**config.mk**
```make
export PLATFORM = sky130hd
export DESIGN_NAME = sum_result_collector
export DESIGN_NICKNAME = d
export VERILOG_FILES = /design/src/rtl/sum_result_collector.sv
export SDC_FILE = /design/constraint.sdc
export NUM_CORES = 1
export LEC_CHECK = 0
export ABC_CLOCK_PERIOD_IN_PS = 3100
export BUFFER_PORTS_ARGS = -buffer_cell sky130_fd_sc_hd__buf_2
export CAP_MARGIN = 40
export CORE_MARGIN = 8
export CORE_UTILIZATION = 25
export CTS_CLUSTER_DIAMETER = 120
export DETAILED_ROUTE_END_ITERATION = 8
export MAX_ROUTING_LAYER = met4
export PLACE_DENSITY = 0.41
export SLEW_MARGIN = 10
export SYNTH_ARGS = -nofsm -noshare
export SYNTH_HDL_FRONTEND = slang
export SYNTH_SLANG_ARGS = --single-unit
```
**constraint.sdc**
```tcl
create_clock -name clk -period 3.1 [get_ports clk]
set_clock_uncertainty 0.15 [all_clocks]
set_input_delay 0.62 -clock clk [delete_from_list [all_inputs] [get_ports clk]]
set_output_delay 0.62 -clock clk [all_outputs]
set_load 0.005 [all_outputs]
```
**src/rtl/sum_result_collector.sv**
```systemverilog
// Collects every valid adder sum into a small FIFO drained by a ready/valid sink.
// Also keeps a saturating running total of accepted sums and a saturating drop count.
//
// Ports:
//   clk, rst_n       clock, synchronous active-low reset
//   in_valid/in_data adder result stream (no backpressure)
//   clr              synchronous flush of FIFO, total and counters
//   out_valid/out_data/out_ready  first-word fall-through sink interface
//   count/full/empty occupancy status
//   acc_total/acc_sat saturating total of accepted sums, sticky saturation flag
//   drop_cnt         saturating count of inputs rejected while full
module sum_result_collector #(
    parameter int W     = 20,
    parameter int DEPTH = 4,
    parameter int ACC_W = 32,
    parameter int CNT_W = 8
) (
    input  logic                       clk,
    input  logic                       rst_n,
    input  logic                       in_valid,
    input  logic [W-1:0]               in_data,
    input  logic                       clr,
    output logic                       out_valid,
    output logic [W-1:0]               out_data,
    input  logic                       out_ready,
    output logic [$clog2(DEPTH+1)-1:0] count,
    output logic                       full,
    output logic                       empty,
    output logic [ACC_W-1:0]           acc_total,
    output logic                       acc_sat,
    output logic [CNT_W-1:0]           drop_cnt
);

    localparam int PW = $clog2(DEPTH);
    localparam int CW = $clog2(DEPTH+1);

    logic [W-1:0]     mem_q [DEPTH];
    logic [PW-1:0]    wr_q, wr_d;
    logic [PW-1:0]    rd_q, rd_d;
    logic [CW-1:0]    cnt_q, cnt_d;
    logic [ACC_W-1:0] acc_q, acc_d;
    logic             sat_q, sat_d;
    logic [CNT_W-1:0] drop_q, drop_d;

    logic             pop;
    logic             push;
    logic             drop;
    logic             we;
    logic [ACC_W:0]   sum;

    assign full      = (cnt_q == CW'(DEPTH));
    assign empty     = (cnt_q == '0);
    assign out_valid = !empty;
    assign out_data  = mem_q[rd_q];
    assign count     = cnt_q;
    assign acc_total = acc_q;
    assign acc_sat   = sat_q;
    assign drop_cnt  = drop_q;

    // A pop frees the head slot this cycle, so a full FIFO can still take a push.
    assign pop  = out_valid && out_ready;
    assign push = in_valid && (!full || pop);
    assign drop = in_valid && full && !pop;

    // Extra carry bit detects overflow of the running total.
    assign sum = {1'b0, acc_q} + {1'b0, ACC_W'(in_data)};

    // Storage is not reset; a flush only moves the pointers.
    assign we = rst_n && !clr && push;

    always_comb begin
        wr_d   = wr_q;
        rd_d   = rd_q;
        cnt_d  = cnt_q;
        acc_d  = acc_q;
        sat_d  = sat_q;
        drop_d = drop_q;

        if (!rst_n || clr) begin
            wr_d   = '0;
            rd_d   = '0;
            cnt_d  = '0;
            acc_d  = '0;
            sat_d  = 1'b0;
            drop_d = '0;
        end else begin
            if (push) begin
                wr_d = wr_q + PW'(1);
                if (sum[ACC_W]) begin
                    acc_d = '1;
                    sat_d = 1'b1;
                end else begin
                    acc_d = sum[ACC_W-1:0];
                end
            end
            if (pop) begin
                rd_d = rd_q + PW'(1);
            end
            case ({push, pop})
                2'b10:   cnt_d = cnt_q + CW'(1);
                2'b01:   cnt_d = cnt_q - CW'(1);
                default: cnt_d = cnt_q;
            endcase
            if (drop && (drop_q != '1)) begin
                drop_d = drop_q + CNT_W'(1);
            end
        end
    end

    always_ff @(posedge clk) begin
        wr_q   <= wr_d;
        rd_q   <= rd_d;
        cnt_q  <= cnt_d;
        acc_q  <= acc_d;
        sat_q  <= sat_d;
        drop_q <= drop_d;
    end

    always_ff @(posedge clk) begin
        if (we) begin
            mem_q[wr_q] <= in_data;
        end
    end

endmodule

```
==> results.json, run 1 <==
{
  "clk_latency_ns": 0.41,
  "vias_per_cell": 4.48,
  "worst-slew-pin-transition_ns": 0.520,
  "utilization": 0.320,
  "fin_crit_ns": 2.85,
  "final-setup-viol-count": 0,
  "dpl.hpwl_um": 11700,
  "postCtsHoldBufs": 0,
  "cts.sinks": 130,
  "cts-htree-levels": 4,
  "hold_class": "in2reg",
  "synth_seq_cells": 130,
  "track_usage": 0.116,
  "cts_made_buffers": 17,
  "worstPathRequired_ns": 3.25,
  "synthArstFlopShare": 0,
  "synth-main-ff-cell": "edfxtp_1",
  "ctsResizeCount": 0,
  "pin_count": 92,
  "syn-num-nets": 533,
  "path_max_fanout": 3,
  "outcome": "completed",
  "drive_above_1_share": 0.306,
  "post_layout_nonfiller_instances": 944,
  "start_util": 0.251,
  "grt_setup_unrepaired": "false",
  "dieWidth_um": 171,
  "wl_per_cell_um": 17.0,
  "cts_root_buffer": "clkbuf_16",
  "place_area_um2": 7080,
  "synthesis.area_um2": 6030,
  "pwr-share-clk": 0.480,
  "die_y_um": 171,
  "grt_max_degree": 24,
  "drc": 0,
  "power_switching_uw": 983,
  "synth_cells": 481,
  "post_cts_buffers": 0,
  "ir_drop_mv": 0.343,
  "power_density_nw_per_um2": 567,
  "seq_power_share": 0.432,
  "fmax_mhz": 351,
  "diodes": 0,
  "cp.arrival_ns": 3.00,
  "slew_viol_final": 0,
  "grt_pass1_wl_um": 25300,
  "first_global_vias": 4433,
  "io_buffers": 91,
  "p_leak_nw": 2.90,
  "place_inst": 912,
  "hp-start": "in_data[15]",
  "finalNetCount": 659,
  "power.share.combinational": 0.088,
  "hold_viol_final": 0,
  "first_iter_violations": 204,
  "clkTransAtPathRegs_ns": 0.06,
  "cap_violations": 0,
  "grt_overflow": 0,
  "holdWs_ns": 0.299,
  "syn_to_final_growth_pct": 27.6,
  "vias": 4225,
  "crit_path_start_kind": "input pin",
  "swShare": 0.225,
  "rr_startpoint": "acc_total[0]$_SDFFE_PP0P_",
  "antenna_left": 0,
  "path_class": "in2reg",
  "cts_tree": "built",
  "rows": 57,
  "fin_crit_sh": 0.919,
  "dieArea_um2": 29300,
  "syn_area_per_cell_um2": 12.5,
  "cts_buffer_depth": 2,
  "firstDrtPassIters": 6,
  "synth_edf_count": 80,
  "p_int_mw": 3.38,
  "startpoint": "in_data[0]",
  "cp-end-kind": "register",
  "core_area_um2": 24000,
  "ys_warn_count": 0,
  "final.setup.tns_ns": 0,
  "slew-limit-headroom": 0.654,
  "place_congestion": 0.808,
  "ys_seq_area_frac": 0.564,
  "finalInstanceArea_um2": 7690,
  "yosysUniqueCellTypes": 56,
  "drt_wl_total_um": 16100,
  "grt_antenna_before_repair": 0
}
-- flip-flops by register name, indices dropped and copies added (netlist names), named ones only --
signal and cells:
acc_sat 1, acc_total 32, count 3, drop_cnt 8, mem_q 80, rd_q 2, wr_q 2
-- cell usage after synthesis, drive strengths merged (2+ instances only) --
library cell,instances,area (um2)
o21a,2,15.0
o211ai,4,35.0
fa,2,40.0
buf,4,37.5
dfxtp,50,1000
a21oi,49,249
nor2b,4,25.0
and2,3,18.8
nor3,8,40.0
ha,25,313
xnor2,20,175
mux2i,2,20.0
a21o,7,53.8
inv,12,45.0
or3,7,45.1
nand2b,3,26.3
a31oi,4,25.0
o211a,3,30.0
o21ai,35,175
nor2,33,126
a211oi,10,80.1
xor2,11,96.3
mux4,20,450
nand4,9,56.3
nand3,9,45.0
edfxtp,80,2400
nand2,28,108
clkbuf,13,48.8
and3,8,55.1
o31ai,2,20.0
-- kinds of logic (layout without fill, tap and decap cells) --
family,after synthesis,after routing,synth area share
AOI/OAI and AO/OA,125,125,0.136
muxes,22,22,0.0780
adders and majority gates,27,27,0.0585
buffers and inverters,29,168,0.0218
xor gates and xnor gates,31,31,0.0450
DFF,130,130,0.564
and+or+nand+nor,117,117,0.0967
-- power by group through the flow --
stage	sequential (mW)	clock (mW)	combinational, mW
floorplan	1.92	0	0.239
global placement	1.92	0	0.388
detailed placement	1.92	0	0.391
CTS	1.88	2.16	0.393
global route	1.89	2.23	0.428
finish	1.88	2.09	0.385
-- worst max-delay path, cell delays in order --
cell and delay, ns:
buf_2 0.12, ha_1 0.21, fa_1 0.42, a211oi_2 0.32
o211ai_2 0.12, and3_4 0.21, o2111ai_4 0.23, nand2_2 0.08
or4_1 0.54, o211a_1 0.14
-- cells in the final DEF (no fill, tap or decap), types with 4 or more instances in the layout --
cell type / count
clkbuf_16: 17
buf_2: 91
nand3_1: 9
bufinv_16: 4
dfxtp_1: 50
a211oi_1: 9
nand4_1: 9
inv_1: 12
edfxtp_1: 80
nor2_1: 32
or3_1: 6
ha_1: 25
nor3_1: 8
and3_1: 7
a21oi_1: 48
xor2_1: 11
buf_4: 31
mux4_2: 20
o21ai_0: 34
a21o_1: 6
nand2_1: 27
xnor2_1: 20
a31oi_1: 4
-- final timing paths --
kind         depth (start not counted)                    endpoint  slack, ns
max                                 10  acc_total[31]$_SDFFE_PP0P_       0.25
min                                  1      mem_q[1][15]$_DFFE_PP_       0.30
min reg2reg                          2        acc_sat$_SDFFE_PP0P_       0.30
max reg2reg                          9  acc_total[31]$_SDFFE_PP0P_       0.27
-- per-stage QoR --
step                setup WS (ns)  power, mW
floorplan                  0.0213       2.16
global placement           -0.121       2.31
detailed placement         -0.160       2.31
CTS                         0.253       4.43
global route                0.116       4.55
finish                      0.252       4.36
-- metal layers --
layer,track usage,vias to the layer above,wire [um]
met2,0.189,99,7740
li1,-,2087,-
met3,0.0285,7,677
met1,0.142,2032,7540
met5,-,-,0
met4,0.0329,0,121
-- cell type report --
cell class                      instances  area [um2]
Fill cell                            2452       16300
Sequential cell                       130        3400
Multi-Input combinational cell        322        2500
Timing Repair Buffer                  124         723
Clock buffer                           19         433
Tap cell                              324         405
Clock inverter                         13         184
Inverter                               12        45.0
No activity file was read; power rests on OpenSTA's default activity.
==> run 2: changes to the inputs <==
--- a/config.mk
+++ b/config.mk
@@ -15,5 +15,5 @@
 export MAX_ROUTING_LAYER = met4
 export PLACE_DENSITY = 0.41
-export SLEW_MARGIN = 10
+export SLEW_MARGIN = 20
 export SYNTH_ARGS = -nofsm -noshare
 export SYNTH_HDL_FRONTEND = slang
==> constraint.sdc (replaced) <==
create_clock -name clk -period 3.1 [get_ports clk]
set_clock_uncertainty 0.15 [all_clocks]
set_input_delay 0.465 -clock clk [delete_from_list [all_inputs] [get_ports clk]]
set_output_delay 0.465 -clock clk [all_outputs]
set_load 0.005 [all_outputs]
==> run 2 against run 1 <==
Against the previous run: final cell count fell by 1.1%; via count fell by 0.28%; die area stayed put; fmax grew 1.4%; combinational power is 3% lower; first-iteration DRC count down 4.4%; routed wire length shrank 1.1%; final area is 1.4% lower; critical path depth decreased by 1.
==> results.json, run 2 (synthesis results as in run 1) <==
{
  "fin_crit_sh": 0.906,
  "hold_viol_final": 0,
  "diodes": 0,
  "p_leak_nw": 2.84,
  "hp-start": "in_data[15]",
  "r2r_cells": 9,
  "track_usage": 0.115,
  "drt_wl_total_um": 15900,
  "firstDrtPassIters": 4,
  "grt_overflow": 0,
  "path_class": "reg2reg",
  "ctsResizeCount": 0,
  "pin_count": 92,
  "layout_common_cells": "91 x buf_2, 80 x edfxtp_1, 50 x dfxtp_1",
  "dpl_worst_slack_ns": 0.0116,
  "power_density_nw_per_um2": 561,
  "worst-slew-pin-transition_ns": 0.536,
  "hold_class": "in2reg",
  "crit_path_start_kind": "register",
  "grt_antenna_before_repair": 0,
  "drc": 0,
  "finalNetCount": 649,
  "dieArea_um2": 29300,
  "clkTransAtPathRegs_ns": 0.06,
  "vias_per_cell": 4.51,
  "final.setup.tns_ns": 0,
  "wl_per_cell_um": 17.0,
  "final_common_cell": "buf_2",
  "grt_setup_unrepaired": "false",
  "post_cts_buffers": 0,
  "fmax_mhz": 356,
  "drive_above_1_share": 0.295,
  "path_max_fanout": 3,
  "antenna_left": 0,
  "cp-end-kind": "register",
  "p_total_mw": 4.26,
  "grt_max_degree": 29,
  "worstPathRequired_ns": 3.25,
  "cp.arrival_ns": 2.96,
  "top_usage_layer": "met2",
  "core_area_um2": 24000,
  "start_util": 0.251,
  "first_iter_violations": 195,
  "dieWidth_um": 171,
  "cap_violations": 0,
  "slew-limit-headroom": 0.642,
  "io_buffers": 91,
  "postCtsHoldBufs": 0,
  "syn_to_final_growth_pct": 25.9,
  "place_congestion": 0.804,
  "cts_root_buffer": "clkbuf_16",
  "slew_viol_final": 0,
  "grt_pass1_wl_um": 24900,
  "grtUsageMet2": 0.184,
  "worst_path_max_delay_cell": "or4_1",
  "use_met1": 0.142,
  "cts_tree": "built",
  "cp_slowest_stage_delay_ns": 0.53,
  "ir_drop_mv": 0.275,
  "crit_chain": "ha_1, fa_1, a211oi_2, o211ai_2, and3_4, o2111ai_4, nand2_2, or4_1, o211a_1",
  "r2r-end": "acc_total[31]$_SDFFE_PP0P_",
  "cts.sinks": 130,
  "setup_ws_ns": 0.290,
  "cts_made_buffers": 17,
  "rr_startpoint": "acc_total[0]$_SDFFE_PP0P_",
  "die_y_um": 171,
  "holdPathStages": 1,
  "regToRegSetupSlack_ns": 0.29,
  "top_register": "mem_q",
  "final-setup-viol-count": 0,
  "vias": 4213,
  "fin_crit_ns": 2.81,
  "rows": 57,
  "grt_util_met3": 0.0289,
  "dpl.hpwl_um": 11400,
  "cts-htree-levels": 4,
  "cts_buffer_depth": 2,
  "largest_reg_flops": 80,
  "first_global_vias": 4362,
  "holdPathEnd": "mem_q[1][15]$_DFFE_PP_",
  "outcome": "completed",
  "clk_latency_ns": 0.41
}
[run 2: cell types whose count changed in the layout (fill, tap and decap cells not counted), sizes merged]
cell | before | now
buf | 124 | 114
clkinvlp | 1 | 3
inv | 14 | 12
bufinv | 4 | 3
clkbuf | 19 | 20
[run 2: where the power goes]
part           internal, mW  leakage [nW]  switching [mW]
combinational         0.158          1.43           0.216
sequential             1.86          1.13          0.0191
clock                  1.27         0.281           0.726
[run 2: per-layer routing]
metal  share of wire  up-vias  wire, um
met5               0        -         0
met2            0.48       93      7550
met1            0.48     2052      7560
li1                -     2060         -
met4           0.010        0       160
met3           0.039        8       618
[run 2: worst max-delay path by stage]
stage | startpoint | end
floorplan | in_data[0] | acc_total[31]$_SDFFE_PP0P_
global placement | in_data[0] | acc_total[31]$_SDFFE_PP0P_
detailed placement | in_data[0] | acc_total[31]$_SDFFE_PP0P_
CTS | acc_total[0]$_SDFFE_PP0P_ | acc_total[31]$_SDFFE_PP0P_
global route | acc_total[0]$_SDFFE_PP0P_ | acc_total[31]$_SDFFE_PP0P_
finish | acc_total[0]$_SDFFE_PP0P_ | acc_total[31]$_SDFFE_PP0P_
[run 2: metrics by stage]
stage          hold WS [ns]  std cells   util  area, um2
3_5_place_dp          0.287        902  0.291       7000
3_3_place_gp          0.280        901  0.291       6990
2_1_floorplan         0.292        481      -       6030
5_1_grt               0.123        934  0.316       7590
6_report              0.144        934  0.316       7590
4_1_cts               0.117        934  0.316       7590
[run 2: final cells by class]
class	count	area (um2)
Fill cell	2469	16400
Sequential cell	130	3400
Multi-Input combinational cell	322	2500
Timing Repair Buffer	114	648
Clock buffer	20	447
Tap cell	324	405
Clock inverter	12	140
Inverter	12	45.0
[run 2: critical path, delay by kind of cell (launching register included)]
kind                       cells  cell delay, ns
AOI/OAI and AO/OA              4            0.79
DFF                            1            0.32
and+or+nand+nor                3            0.82
adders and majority gates      2            0.63
==> run 3: changes to the inputs <==
RECOVER_POWER = 50   (was not set)
==> run 3 against run 2 <==
Against the previous run: first-iteration DRC count down 12%; via count up 0.59%; sequential power about the same; critical path type unchanged; highest routed layer unchanged.
==> results.json, run 3 (synthesis results as in run 1) <==
{
  "place_congestion": 0.804,
  "crit_chain": "ha_1, fa_1, a211oi_2, o211ai_2, and3_4, o2111ai_4, nand2_2, or4_1, o211a_1",
  "pin_count": 92,
  "wl_per_cell_um": 17.0,
  "r2r_cells": 9,
  "finalNetCount": 649,
  "hold_class": "in2reg",
  "use_met1": 0.142,
  "final-setup-viol-count": 0,
  "die_y_um": 171,
  "clk_latency_ns": 0.41,
  "rows": 57,
  "crit_path_start_kind": "register",
  "vias_per_cell": 4.54,
  "regToRegSetupSlack_ns": 0.29,
  "grt_antenna_before_repair": 0,
  "grt_max_degree": 29,
  "first_global_vias": 4362,
  "cp.arrival_ns": 2.96,
  "diodes": 0,
  "startpoint": "acc_total[0]$_SDFFE_PP0P_",
  "grt_overflow": 0,
  "vias": 4238,
  "cts_root_buffer": "clkbuf_16",
  "p_leak_nw": 2.61,
  "setup_ws_ns": 0.290,
  "cap_violations": 0,
  "hold_viol_final": 0,
  "rr_startpoint": "acc_total[0]$_SDFFE_PP0P_",
  "path_class": "reg2reg",
  "postCtsHoldBufs": 0,
  "critical_path.top_delay_family": "simple AND/OR/NAND/NOR gates",
  "fin_crit_ns": 2.81,
  "top_usage_layer": "met2",
  "top_register": "mem_q",
  "grt_pass1_wl_um": 24900,
  "dieWidth_um": 171,
  "drc": 0,
  "post_layout_nonfiller_instances": 934,
  "final.setup.tns_ns": 0,
  "syn_to_final_growth_pct": 24.5,
  "place_inst": 902,
  "dpl.hpwl_um": 11400,
  "fillers": 2482,
  "power.share.combinational": 0.086,
  "path_buf_inv": 0,
  "worst-slew-pin-transition_ns": 0.540,
  "grt_setup_unrepaired": "false",
  "antenna_left": 0,
  "hp-start": "in_data[15]",
  "first_iter_violations": 171,
  "ctsResizeCount": 0,
  "cts-htree-levels": 4,
  "path_max_fanout": 3,
  "r2r-end": "acc_total[31]$_SDFFE_PP0P_",
  "post_cts_buffers": 0,
  "cts_buffer_depth": 2,
  "start_util": 0.251,
  "drt_wl_total_um": 15900,
  "worstPathRequired_ns": 3.25,
  "core_area_um2": 24000,
  "clkTransAtPathRegs_ns": 0.06,
  "worst_path_max_delay_cell": "or4_1",
  "seq_power_share": 0.443,
  "crit_path_end": "acc_total[31]$_SDFFE_PP0P_",
  "cts_tree": "built",
  "power_switching_uw": 961,
  "pwr-share-clk": 0.470,
  "swShare": 0.226,
  "crit_cells": 9,
  "holdWs_ns": 0.219,
  "layout_common_cells": "80 x edfxtp_1, 64 x clkbuf_1, 50 x dfxtp_1",
  "power_density_nw_per_um2": 566,
  "slew-limit-headroom": 0.640,
  "outcome": "completed",
  "dpl_worst_slack_ns": 0.0116,
  "cp_slowest_stage_delay_ns": 0.53,
  "ir_drop_mv": 0.274,
  "largest_reg_flops": 80,
  "fmax_mhz": 356,
  "cp-end-kind": "register",
  "track_usage": 0.115,
  "grtUsageMet2": 0.184,
  "cts.sinks": 130,
  "final_common_cell": "edfxtp_1",
  "grt_util_met3": 0.0289,
  "drive_above_1_share": 0.193,
  "cts_made_buffers": 17,
  "firstDrtPassIters": 4,
  "io_buffers": 91,
  "fin_crit_sh": 0.907,
  "dieArea_um2": 29300,
  "p_int_mw": 3.29,
  "slew_viol_final": 0
}
## run 3: layout make-up
class | instances | area [um2] | area share
well taps | 324 | 405 | 0.0540
flip-flops and latches | 130 | 3400 | 0.453
clock buffers | 20 | 447 | 0.0595
multi-input cells | 322 | 2500 | 0.333
repair buffers | 114 | 568 | 0.0756
inverters | 12 | 45.0 | 0.00600
clock inverters | 12 | 140 | 0.0187
## run 3: metal layers
metal,vias to the layer above,part of all wire,wire [um]
met5,-,0,0
met4,0,0.0088,140
met3,5,0.037,594
met2,91,0.48,7600
met1,2080,0.47,7530
li1,2062,-,-
## run 3: how the worst min path moves through the flow
| stage | endpoint | slack (ns) | cells after the start |
|---|---|---|---|
| 2_1_floorplan | acc_sat$_SDFFE_PP0P_ | 0.29 | 2 |
| 3_3_place_gp | acc_sat$_SDFFE_PP0P_ | 0.28 | 2 |
| 3_5_place_dp | acc_sat$_SDFFE_PP0P_ | 0.29 | 2 |
| 4_1_cts | mem_q[1][15]$_DFFE_PP_ | 0.12 | 1 |
| 5_1_grt | mem_q[0][12]$_DFFE_PP_ | 0.21 | 1 |
| 6_report | mem_q[1][15]$_DFFE_PP_ | 0.22 | 1 |
## run 3: power groups by stage
stage,Combinational (mW),Clock [mW],Sequential (mW)
final,0.366,2.00,1.88
after global routing,0.409,2.13,1.89
after CTS,0.382,2.05,1.88
after detailed placement,0.379,0,1.92
after global placement,0.376,0,1.92
after floorplan,0.239,0,1.92
## run 3: metrics by stage
step / power (mW) / utilization / area, um2
floorplan: 2.16 / - / 6030
global placement: 2.29 / 0.291 / 6990
detailed placement: 2.30 / 0.291 / 7000
CTS: 4.32 / 0.316 / 7590
global route: 4.43 / 0.312 / 7510
finish: 4.25 / 0.312 / 7510
